--- src/rtl/mips32_pipe_core.sv ---
// mips32_pipe_core: single-clock 5-stage (IF/ID/EX/MEM/WB) MIPS32-subset core
// with full EX forwarding, load-use stall, EX branch flush and HLT/illegal stop.
module mips32_pipe_core #(
  parameter int DATA_W  = 32,
  parameter int NREGS   = 32,
  parameter int IMEM_AW = 10,
  parameter int DMEM_AW = 10
) (
  input  logic               clk,
  input  logic               rst_n,
  output logic [IMEM_AW-1:0] imem_addr,
  input  logic [31:0]        imem_rdata,
  output logic [DMEM_AW-1:0] dmem_addr,
  output logic [DATA_W-1:0]  dmem_wdata,
  output logic               dmem_we,
  input  logic [DATA_W-1:0]  dmem_rdata,
  output logic               retire_valid,
  output logic               halted,
  output logic               illegal_op
);

  localparam int RIW = (NREGS > 1) ? $clog2(NREGS) : 1;

  typedef enum logic [5:0] {
    OP_ADD   = 6'h00,
    OP_SUB   = 6'h01,
    OP_AND   = 6'h02,
    OP_OR    = 6'h03,
    OP_SLT   = 6'h04,
    OP_MUL   = 6'h05,
    OP_LW    = 6'h08,
    OP_SW    = 6'h09,
    OP_ADDI  = 6'h0A,
    OP_SUBI  = 6'h0B,
    OP_SLTI  = 6'h0C,
    OP_BNEQZ = 6'h0D,
    OP_BEQZ  = 6'h0E,
    OP_HLT   = 6'h3F
  } opcode_e;

  typedef struct packed {
    logic               valid;
    logic [31:0]        instr;
    logic [IMEM_AW-1:0] pc;
  } ifid_t;

  typedef struct packed {
    logic               valid;
    logic [5:0]         op;
    logic [RIW-1:0]     rs;
    logic [RIW-1:0]     rt;
    logic [RIW-1:0]     dest;
    logic               wen;
    logic [DATA_W-1:0]  a;
    logic [DATA_W-1:0]  b;
    logic [15:0]        imm;
    logic [IMEM_AW-1:0] pc;
  } idex_t;

  typedef struct packed {
    logic              valid;
    logic [5:0]        op;
    logic [RIW-1:0]    dest;
    logic              wen;
    logic [DATA_W-1:0] res;
    logic [DATA_W-1:0] sdata;
  } exmem_t;

  typedef struct packed {
    logic              valid;
    logic [5:0]        op;
    logic [RIW-1:0]    dest;
    logic              wen;
    logic [DATA_W-1:0] res;
  } memwb_t;

  function automatic logic is_rtype(input logic [5:0] op);
    return op inside {OP_ADD, OP_SUB, OP_AND, OP_OR, OP_SLT, OP_MUL};
  endfunction

  function automatic logic writes_rt(input logic [5:0] op);
    return op inside {OP_ADDI, OP_SUBI, OP_SLTI, OP_LW};
  endfunction

  function automatic logic reads_rs(input logic [5:0] op);
    return is_rtype(op) || writes_rt(op) || (op inside {OP_SW, OP_BNEQZ, OP_BEQZ});
  endfunction

  function automatic logic reads_rt(input logic [5:0] op);
    return is_rtype(op) || (op == OP_SW);
  endfunction

  // HLT and every undefined opcode stop fetch and, on retiring, stop the core.
  function automatic logic is_stop(input logic [5:0] op);
    return !(reads_rs(op));
  endfunction

  logic [IMEM_AW-1:0] pc;
  logic               fetch_stop;
  ifid_t              ifid;
  idex_t              idex, id_next;
  exmem_t             exmem, ex_next;
  memwb_t             memwb, mem_next;
  logic [DATA_W-1:0]  rf [NREGS];

  // ---------------- ID: decode, write-through register read, hazards
  logic [5:0]        id_op;
  logic [RIW-1:0]    id_rs, id_rt, id_rd;
  logic [DATA_W-1:0] id_a, id_b;
  logic              wb_wen, ld_use, id_stop;

  assign id_op  = ifid.instr[31:26];
  assign id_rs  = ifid.instr[21 +: RIW];
  assign id_rt  = ifid.instr[16 +: RIW];
  assign id_rd  = ifid.instr[11 +: RIW];
  assign wb_wen = memwb.valid && memwb.wen && !halted;

  // NOTE: every always_comb output gets a default first so no path leaves it unassigned (no latch).
  always_comb begin
    id_a = rf[id_rs];
    id_b = rf[id_rt];
    if (wb_wen && (memwb.dest == id_rs)) id_a = memwb.res;
    if (wb_wen && (memwb.dest == id_rt)) id_b = memwb.res;
    if (id_rs == '0) id_a = '0;
    if (id_rt == '0) id_b = '0;
  end

  always_comb begin
    id_next       = '0;
    id_next.valid = ifid.valid;
    id_next.op    = id_op;
    id_next.rs    = id_rs;
    id_next.rt    = id_rt;
    id_next.a     = id_a;
    id_next.b     = id_b;
    id_next.imm   = ifid.instr[15:0];
    id_next.pc    = ifid.pc;
    if (is_rtype(id_op)) begin
      id_next.dest = id_rd;
      id_next.wen  = (id_rd != '0);
    end else if (writes_rt(id_op)) begin
      id_next.dest = id_rt;
      id_next.wen  = (id_rt != '0);
    end
  end

  assign ld_use = idex.valid && (idex.op == OP_LW) && idex.wen && ifid.valid &&
                  ((reads_rs(id_op) && (id_rs == idex.dest)) ||
                   (reads_rt(id_op) && (id_rt == idex.dest)));
  assign id_stop = ifid.valid && is_stop(id_op);

  // ---------------- EX: forwarding (EX/MEM beats MEM/WB), ALU, branch resolve
  logic [DATA_W-1:0]  ex_a, ex_b, ex_imm, ex_res;
  logic [IMEM_AW-1:0] br_target;
  logic               br_taken;

  always_comb begin
    ex_a = idex.a;
    ex_b = idex.b;
    if (exmem.valid && exmem.wen && (exmem.dest == idex.rs))      ex_a = exmem.res;
    else if (memwb.valid && memwb.wen && (memwb.dest == idex.rs)) ex_a = memwb.res;
    if (exmem.valid && exmem.wen && (exmem.dest == idex.rt))      ex_b = exmem.res;
    else if (memwb.valid && memwb.wen && (memwb.dest == idex.rt)) ex_b = memwb.res;
  end

  assign ex_imm = DATA_W'(signed'(idex.imm));

  always_comb begin
    ex_res = '0;
    case (idex.op)
      OP_ADD:               ex_res = ex_a + ex_b;
      OP_SUB:               ex_res = ex_a - ex_b;
      OP_AND:               ex_res = ex_a & ex_b;
      OP_OR:                ex_res = ex_a | ex_b;
      OP_SLT:               ex_res = DATA_W'(ex_a < ex_b);
      OP_MUL:               ex_res = ex_a * ex_b;
      OP_ADDI, OP_LW, OP_SW: ex_res = ex_a + ex_imm;
      OP_SUBI:              ex_res = ex_a - ex_imm;
      OP_SLTI:              ex_res = DATA_W'(ex_a < ex_imm);
      default:              ex_res = '0;
    endcase
  end

  assign br_taken  = idex.valid && (((idex.op == OP_BEQZ)  && (ex_a == '0)) ||
                                    ((idex.op == OP_BNEQZ) && (ex_a != '0)));
  assign br_target = idex.pc + IMEM_AW'(1) + IMEM_AW'(signed'(idex.imm));

  always_comb begin
    ex_next       = '0;
    ex_next.valid = idex.valid;
    ex_next.op    = idex.op;
    ex_next.dest  = idex.dest;
    ex_next.wen   = idex.wen;
    ex_next.res   = ex_res;
    ex_next.sdata = ex_b;
  end

  // ---------------- MEM
  assign dmem_addr  = DMEM_AW'(exmem.res);
  assign dmem_wdata = exmem.sdata;
  assign dmem_we    = exmem.valid && (exmem.op == OP_SW) && !halted;

  always_comb begin
    mem_next       = '0;
    mem_next.valid = exmem.valid;
    mem_next.op    = exmem.op;
    mem_next.dest  = exmem.dest;
    mem_next.wen   = exmem.wen;
    mem_next.res   = (exmem.op == OP_LW) ? dmem_rdata : exmem.res;
  end

  // ---------------- WB / status
  assign imem_addr    = pc;
  assign retire_valid = memwb.valid && !halted;

  // NOTE: sequential state uses non-blocking assignments so every stage samples pre-edge values.
  always_ff @(posedge clk or negedge rst_n) begin
    if (!rst_n) begin
      pc         <= '0;
      fetch_stop <= 1'b0;
      ifid       <= '0;
      idex       <= '0;
      exmem      <= '0;
      memwb      <= '0;
      halted     <= 1'b0;
      illegal_op <= 1'b0;
    end else if (!halted) begin
      if (memwb.valid && is_stop(memwb.op)) halted <= 1'b1;
      if (memwb.valid && is_stop(memwb.op) && (memwb.op != OP_HLT)) illegal_op <= 1'b1;
      memwb <= mem_next;
      exmem <= ex_next;
      if (br_taken) begin
        // Taken branch squashes both younger stages and overrides any stall.
        pc   <= br_target;
        ifid <= '0;
        idex <= '0;
      end else if (ld_use) begin
        idex <= '0;
      end else begin
        idex <= id_next;
        if (id_stop) fetch_stop <= 1'b1;
        if (fetch_stop || id_stop) begin
          ifid <= '0;
        end else begin
          ifid.valid <= 1'b1;
          ifid.instr <= imem_rdata;
          ifid.pc    <= pc;
          pc         <= pc + IMEM_AW'(1);
        end
      end
    end
  end

  // NOTE: the register file is reset because programs rely on every register starting at 0.
  always_ff @(posedge clk or negedge rst_n) begin
    if (!rst_n) begin
      for (int i = 0; i < NREGS; i++) rf[i] <= '0;
    end else if (wb_wen) begin
      rf[memwb.dest] <= memwb.res;
    end
  end

endmodule

--- config.mk ---
export PLATFORM = sky130hd
export DESIGN_NAME = mips32_pipe_core
export DESIGN_NICKNAME = d
export VERILOG_FILES = /design/src/rtl/mips32_pipe_core.sv
export SDC_FILE = /design/constraint.sdc
export NUM_CORES = 2
export LEC_CHECK = 0
export CAP_MARGIN = 20
export CORE_MARGIN = 4
export CORE_UTILIZATION = 45
export DETAILED_ROUTE_END_ITERATION = 12
export GPL_TIMING_DRIVEN = 0
export MAX_ROUTING_LAYER = met4
export PLACE_DENSITY = 0.57
export SETUP_SLACK_MARGIN = 0.2
export SLEW_MARGIN = 20
export SYNTH_ARGS = -nofsm -noshare
export SYNTH_HDL_FRONTEND = slang
export SYNTH_SLANG_ARGS = --single-unit
--- constraint.sdc ---
create_clock -name clk -period 15.7 [get_ports clk]
set_input_delay 2.355 -clock clk [delete_from_list [all_inputs] [get_ports clk]]
set_output_delay 2.355 -clock clk [all_outputs]
set_load 0.005 [all_outputs]
# [After elaboration in Yosys (flattened, before gate mapping)]
# Index checks and enable logic that the tools add are counted.
# W data, S select, Z words.
[totals] register_bits=1315 output_inout_bits=56 elab_cells=218
[op_classes] addsub=7 multipliers=1 n_lt_le_gt_ge=6 eq_ne=49 muxes=31 bitwise=8 reduce_logical=56
[ops] operator="$bwmux W1024" count=1
[ops] operator="$mux W32" count=14
[ops] operator="$bmux W32 S5" count=2
[ops] operator="$pmux W32 S9" count=1
[ops] operator="$mux W113" count=2
[ops] operator="$demux W32 S5" count=1
[ops] operator="$eq A6 B4 Y1 const B" count=23
[ops] operator="$mux W43" count=3
[ops] operator="$add A32 B32 Y32" count=2
[ops] operator="$lt A32 B32 Y1" count=2
[ops] operator="$sub A32 B32 Y32" count=2
[ops] operator="$eq A5 B5 Y1" count=8
[ops] operator="$eq A6 B2 Y1 const B" count=6
[ops] operator="$eq A6 B3 Y1 const B" count=6
[ops] operator="$and A32 B32 Y32" count=1
[ops] operator="$logic_not A32 Y1" count=1
[ops] operator="$mul A32 B32 Y32" count=1
[ops] operator="$or A32 B32 Y32" count=1
[ops] operator="$reduce_bool A32 Y1" count=1
[ops] operator="$mux W10" count=3
[ops] operator="$logic_and A1 B1 Y1" count=25
[ops] operator="$add A10 B1 Y10 const B" count=2
[ops] operator="$eq A6 B1 Y1 const B" count=3
[ops] operator="$ge A6 B6 Y1 const B" count=3
[ops] operator="21 further kinds" count=44

# [Logic depth before layout (Yosys ltp)]
[logic_depth] ltp_word=10 ltp_mapped=40 mapped_depth_nobuf=35

# [Least setup slack after synthesis]
# Ideal clock, no wire load.
[synth_timing] kind="reg2reg" startpoint="register memwb[35] (netlist name)" endpoint="register exmem[61] (netlist name)" setup_ns=0.129 arrival_ns=8.717 path_slack_ns=6.854 stages_incl_launch_ff=37 n_path_buf=5 cell_sequence="dfrtp_1 buf_6 xnor2_1 and4_1 buf_4 nand2_4 buf_4 buf_4 mux2i_1 o21ai_0 clkbuf_1 clkinv_1 nor2_1 fa_1 inv_1 fa_1 fa_1 fa_1 inv_1 fa_1 inv_1 fa_1 inv_1 fa_1 fa_1 ha_1 nor2b_1 o21ai_0 nand2b_1 a221oi_1 nor2b_1 a41o_1 o41a_1 xnor2_1 o221ai_1 a211oi_1 a2bb2oi_1"
[synth_via] elab_chain_cells=6 word_cells_on_any_way=16
[synth_lines] item="from (decl)" line="103" text="memwb_t memwb, mem_next;"
[synth_lines] item="from (signal assigned)" line="230" text="memwb <= mem_next;"
[synth_lines] item="$eq A5 B5 Y1, on equally long branches" line="161, 163"
[synth_lines] item="$logic_and A1 B1 Y1, on equally long branches" line="161, 163"
[synth_lines] item="$mux W32, on equally long branches" line="161, 163"
[synth_lines] item="$mux W32, on equally long branches" line="160, 162"
[synth_lines] item="$mul A32 B32 Y32 (tied with other cells)" line="176" text="OP_MUL: ex_res = ex_a * ex_b;"
[synth_lines] item="$pmux W32 S9 (*)" line="170" text="case (idex.op)"
[synth_lines] item="to (signal assigned)" line="231" text="exmem <= ex_next;"
[synth_lines] item="to (decl)" line="102" text="exmem_t exmem, ex_next;"
# Mark *: on every way between the ends. The rest lies on a longest branch, timed or not.
# A chain may end at the register's enable or synchronous reset.

# [Worst setup path after layout]
[layout_timing] startpoint="register memwb[36] (netlist name)" endpoint="register exmem[61] (netlist name)"
[layout_via] elab_chain_cells=6 word_cells_on_any_way=16
[layout_lines] item="$eq A5 B5 Y1 (*)" line="163" text="else if (memwb.valid && memwb.wen && (memwb.dest == idex.rt)) ex_b = memwb.res;"
[layout_lines] item="$logic_and A1 B1 Y1 (*)" line="163"
[layout_lines] item="$mux W32 (*)" line="163"
[layout_lines] item="$mux W32 (*)" line="162" text="if (exmem.valid && exmem.wen && (exmem.dest == idex.rt)) ex_b = exmem.res;"
[layout_lines] item="via ex_b[4]" line="153" text="logic [DATA_W-1:0] ex_a, ex_b, ex_imm, ex_res;"
[layout_lines] item="$mul A32 B32 Y32 (tied with other cells)" line="176"
[layout_lines] item="$pmux W32 S9 (*)" line="170"
# Mark *: on every way through the listed nets, which the timed path passes. The rest lies on a longest branch.

==> metrics.md <==
| Metric | Value |
|---|---|
| Status | complete, no violations |
| Ys flop type | dfrtp_1 |
| Resized cells post-CTS | 0 |
| CTS Hold Bufs | 0 |
| Lkg Pwr | approximately 46 nW |
| Pwr Density | roughly 200 nW/µm² |
| Setup_tns | 0 ns |
| 1st-iter DRT viols | 8733 |
| WS Path Type | reg2reg |
| WL per Instance | between 40 and 50 µm |
| Max-Cap Viols | 0 |
| Slowest cell on crit path | xnor2_1 |
| Clk sinks | about 1300 |
| Via count | ~71000 |
| Drt total wl | roughly 430000 µm |
| Yosys reg bits | between 1000 and 1500 |
| GPL Wtd Cong | 1.05 |
| Final ANT Viol Nets | 0 |
| Clk pin slew, worst setup/hold paths | approximately 0.070 ns |
| GRT Overall Usage | around 43% |
| Clk buf depth | 3 |
| Final setup margin | about 3.2 ns |
| Vias in the first global route | around 72000 |
| CTS tree | yes |
| YS warnings | 0 |
| Worst endpoint required time | about 16 ns |
| Crit path capture type | flip-flop |
| Worst slew margin | 11.6% |
| R2R setup slack | ~3.2 ns |
| Hold Crit Class | reg2reg |
| Gate Count Post-Synth | 7673 |
| Clk root buf | clkbuf_16 |
| FP Rows | 164 |
| Async SR Flop Fraction | 100% |
| Syn Nets | ~8400 |
| Hpwl dp | between 300000 and 400000 µm |
| Synth top area cells | dfrtp_1 36%, mux2_2 14%, mux4_2 12%, fa_1 9.1%, ha_1 4.0% |
| Beginning of the critical path | memwb[36] |
| Part of the Yosys area used for sequential elements | a little over a third |
| I/O pin count | roughly 120 |
| Yosys cell types | 88 |
| Worst Max-Slew Pin Slew | ~1.3 ns |
| Area delta synth->final | 13.0% |
| Nets | between 8000 and 9000 |
| CP max stage delay | 0.85 ns |
| Max Slew Vio Count | 0 |
| Drt first pass iters | 6 |
| Place WS | 3.20 ns |
| PortBufs | between 100 and 150 |
| Core area | between 150000 and 200000 µm² |
| Hold Path Stages | 1 |
| Mapped Area | about 90000 µm² |
| H-tree Lvls | 4 |
| First-pass GRT wire length | slightly below 600000 µm |
| Hold Path Origin | fetch_stop |
| CTS buffer count | 155 |
| Tcrit/Tclk final | approximately 80% |
| Cells on worst reg2reg path | 36 |
| Post-CTS Setup Bufs | 0 |
| Layout cells sized above 1 | around 28% |
| Worst EP arrival | roughly 13 ns |
| Die height | about 460 µm |
| Placed Instances | 10500 |
| Vias per cell | around 6.6 |
| Initial antenna violation count | 25 |
| Latest clock arrival within the worst-skew pair | about 0.86 ns |
| Post-synth top area share | roughly 36% |
| Leading area contributor after synthesis | dfrtp_1 |
| Syn Area/Cell | 11.8 µm² |
| Period minus WS final | between 10 and 15 ns |
| Drt drc | 0 |
| Finished Core Util | 51.1% |
| Worst vdd ir | ~0.14 mV |
| Starting Density | 45.2% |
| Most used cell, CP | fa_1 |
| Worst Path Max Fanout | 11 |
| Fin. Hold Viols | 0 |
| Final cell count without fillers | ~11000 |
| Number of flops mapped to enable cells by yosys | 0 |
| Setup crit start kind | flip-flop |
| RSZ-0062 raised after global routing | no |
| R2R Path Start | memwb[36] |
| Total grt overflow | 0 |
| Chip width | about 460 µm |
| Final setup vio count | 0 |
| Die ar. | between 200000 and 250000 µm² |
| Fmax achieved | about 0.08 GHz |
| Clk_skew | roughly 0.05 ns |
| Largest net degree at the start of global routing | approximately 140 |
| Worst Hold Margin | 0.468 ns |
## critical path, delay by kind of cell, from the launching register on
kind	cells	cell delay (ns)
simple gates	7	1.50
flops	1	0.39
fa+ha+maj	9	4.28
compound gates	8	2.69
buf+inv	10	2.47
xor+xnor	2	1.01
## Yosys cell counts, types with 31 or more instances
library cell	number
mux2_2	1109
buf_2	31
buf_1	121
inv_1	489
o22ai_1	50
clkbuf_1	447
fa_1	412
o221ai_1	44
a21oi_1	252
nor2_1	470
mux2i_1	229
dfrtp_1	1315
xnor2_1	150
nand2b_1	48
nor3_1	61
a22o_1	79
nand3_1	36
xor2_1	55
a221oi_1	43
a211oi_1	60
a21o_1	76
mux4_2	482
o21ai_0	291
buf_4	52
nand2_1	533
nor2b_1	49
ha_1	292
## path summary, 6_finish.rpt
check                             end
max                         exmem[61]
min                        fetch_stop
max reg2reg                 exmem[61]
min reg2reg                fetch_stop
max in group asynchronous      rf[45]
min in group asynchronous  id_next[3]
## final cells by class
type                       instances  area (µm²)
antenna                           23        57.6
buffer                           660        2990
clock buffer                     218        4520
clock inverter                    62         867
fill                           17900       97500
inverter                         513        1930
multi-input combinational       5185       52900
sequential                      1315       32900
tap                             2656        3320
timing repair buffer             187        2650
## kinds of logic after synthesis
| group | synth area share [%] |
|---|---|
| AOI/OAI and AO/OA | 8.45 |
| xor gates and xnor gates | 2.13 |
| adders and majority gates | 13.2 |
| buffers and inverters | 5.21 |
| DFF | 36.4 |
| muxes | 28.4 |
| and+or+nand+nor | 6.23 |
## layout by cell type, fill, tap and decap left out, types with 19 or more instances in the layout
| master | instances |
|---|---|
| a31oi_1 | 29 |
| nor3_1 | 58 |
| clkbuf_1 | 359 |
| xnor2_1 | 149 |
| ha_1 | 292 |
| nand2b_1 | 48 |
| a211oi_1 | 60 |
| nor2_1 | 465 |
| a21oi_1 | 249 |
| nor2b_1 | 49 |
| clkinv_2 | 31 |
| a21o_1 | 76 |
| buf_2 | 88 |
| o211ai_1 | 28 |
| xor2_1 | 55 |
| nand3_1 | 36 |
| fa_1 | 412 |
| mux2_2 | 1109 |
| a22o_1 | 79 |
| dfrtp_1 | 1315 |
| clkbuf_16 | 157 |
| diode_2 | 23 |
| buf_12 | 23 |
| nor4_1 | 19 |
| clkdlybuf4s50_1 | 120 |
| buf_4 | 55 |
| o21ai_0 | 289 |
| clkbuf_8 | 36 |
| buf_16 | 31 |
| mux2i_1 | 229 |
| a211o_1 | 30 |
| clkbuf_2 | 114 |
| buf_1 | 63 |
| mux4_2 | 482 |
| o22ai_1 | 50 |
| nand2_1 | 533 |
| a221oi_1 | 43 |
| inv_1 | 489 |
| o221ai_1 | 44 |
## through the flow
stage,total power [mW],instance area [µm²]
after floorplan,10.2,90300
after global routing,20.7,102000
after detailed placement,16.0,96600
after CTS,19.9,102000
final,20.3,102000
after global placement,15.7,94900
## flip-flops by register name, summed over array words and instances (netlist names), 10 cells and up
name and cells:
ex_next 13, imem_addr 10, idex 84, exmem 35, dmem_addr 10, id_next 43
ex_imm 16, memwb 45, rf 1024, dmem_wdata 32
## metal layers
metal  part of all wire, %  vias to the layer above  track usage, %
li1                      -                    28100               -
met1                    36                    37100            49.2
met2                    44                     4399            62.4
met3                   9.1                     1572            10.2
met4                    11                        0            36.0
met5                     0                        -               -
## power by group
group          internal, mW  leakage, nW  switching (mW)
Sequential             3.69         18.2           0.440
Combinational          3.62         25.6            8.73
Clock                  2.24         2.66            1.62
Total                  9.54         46.5            10.8
(Power assumes the default switching activity.)
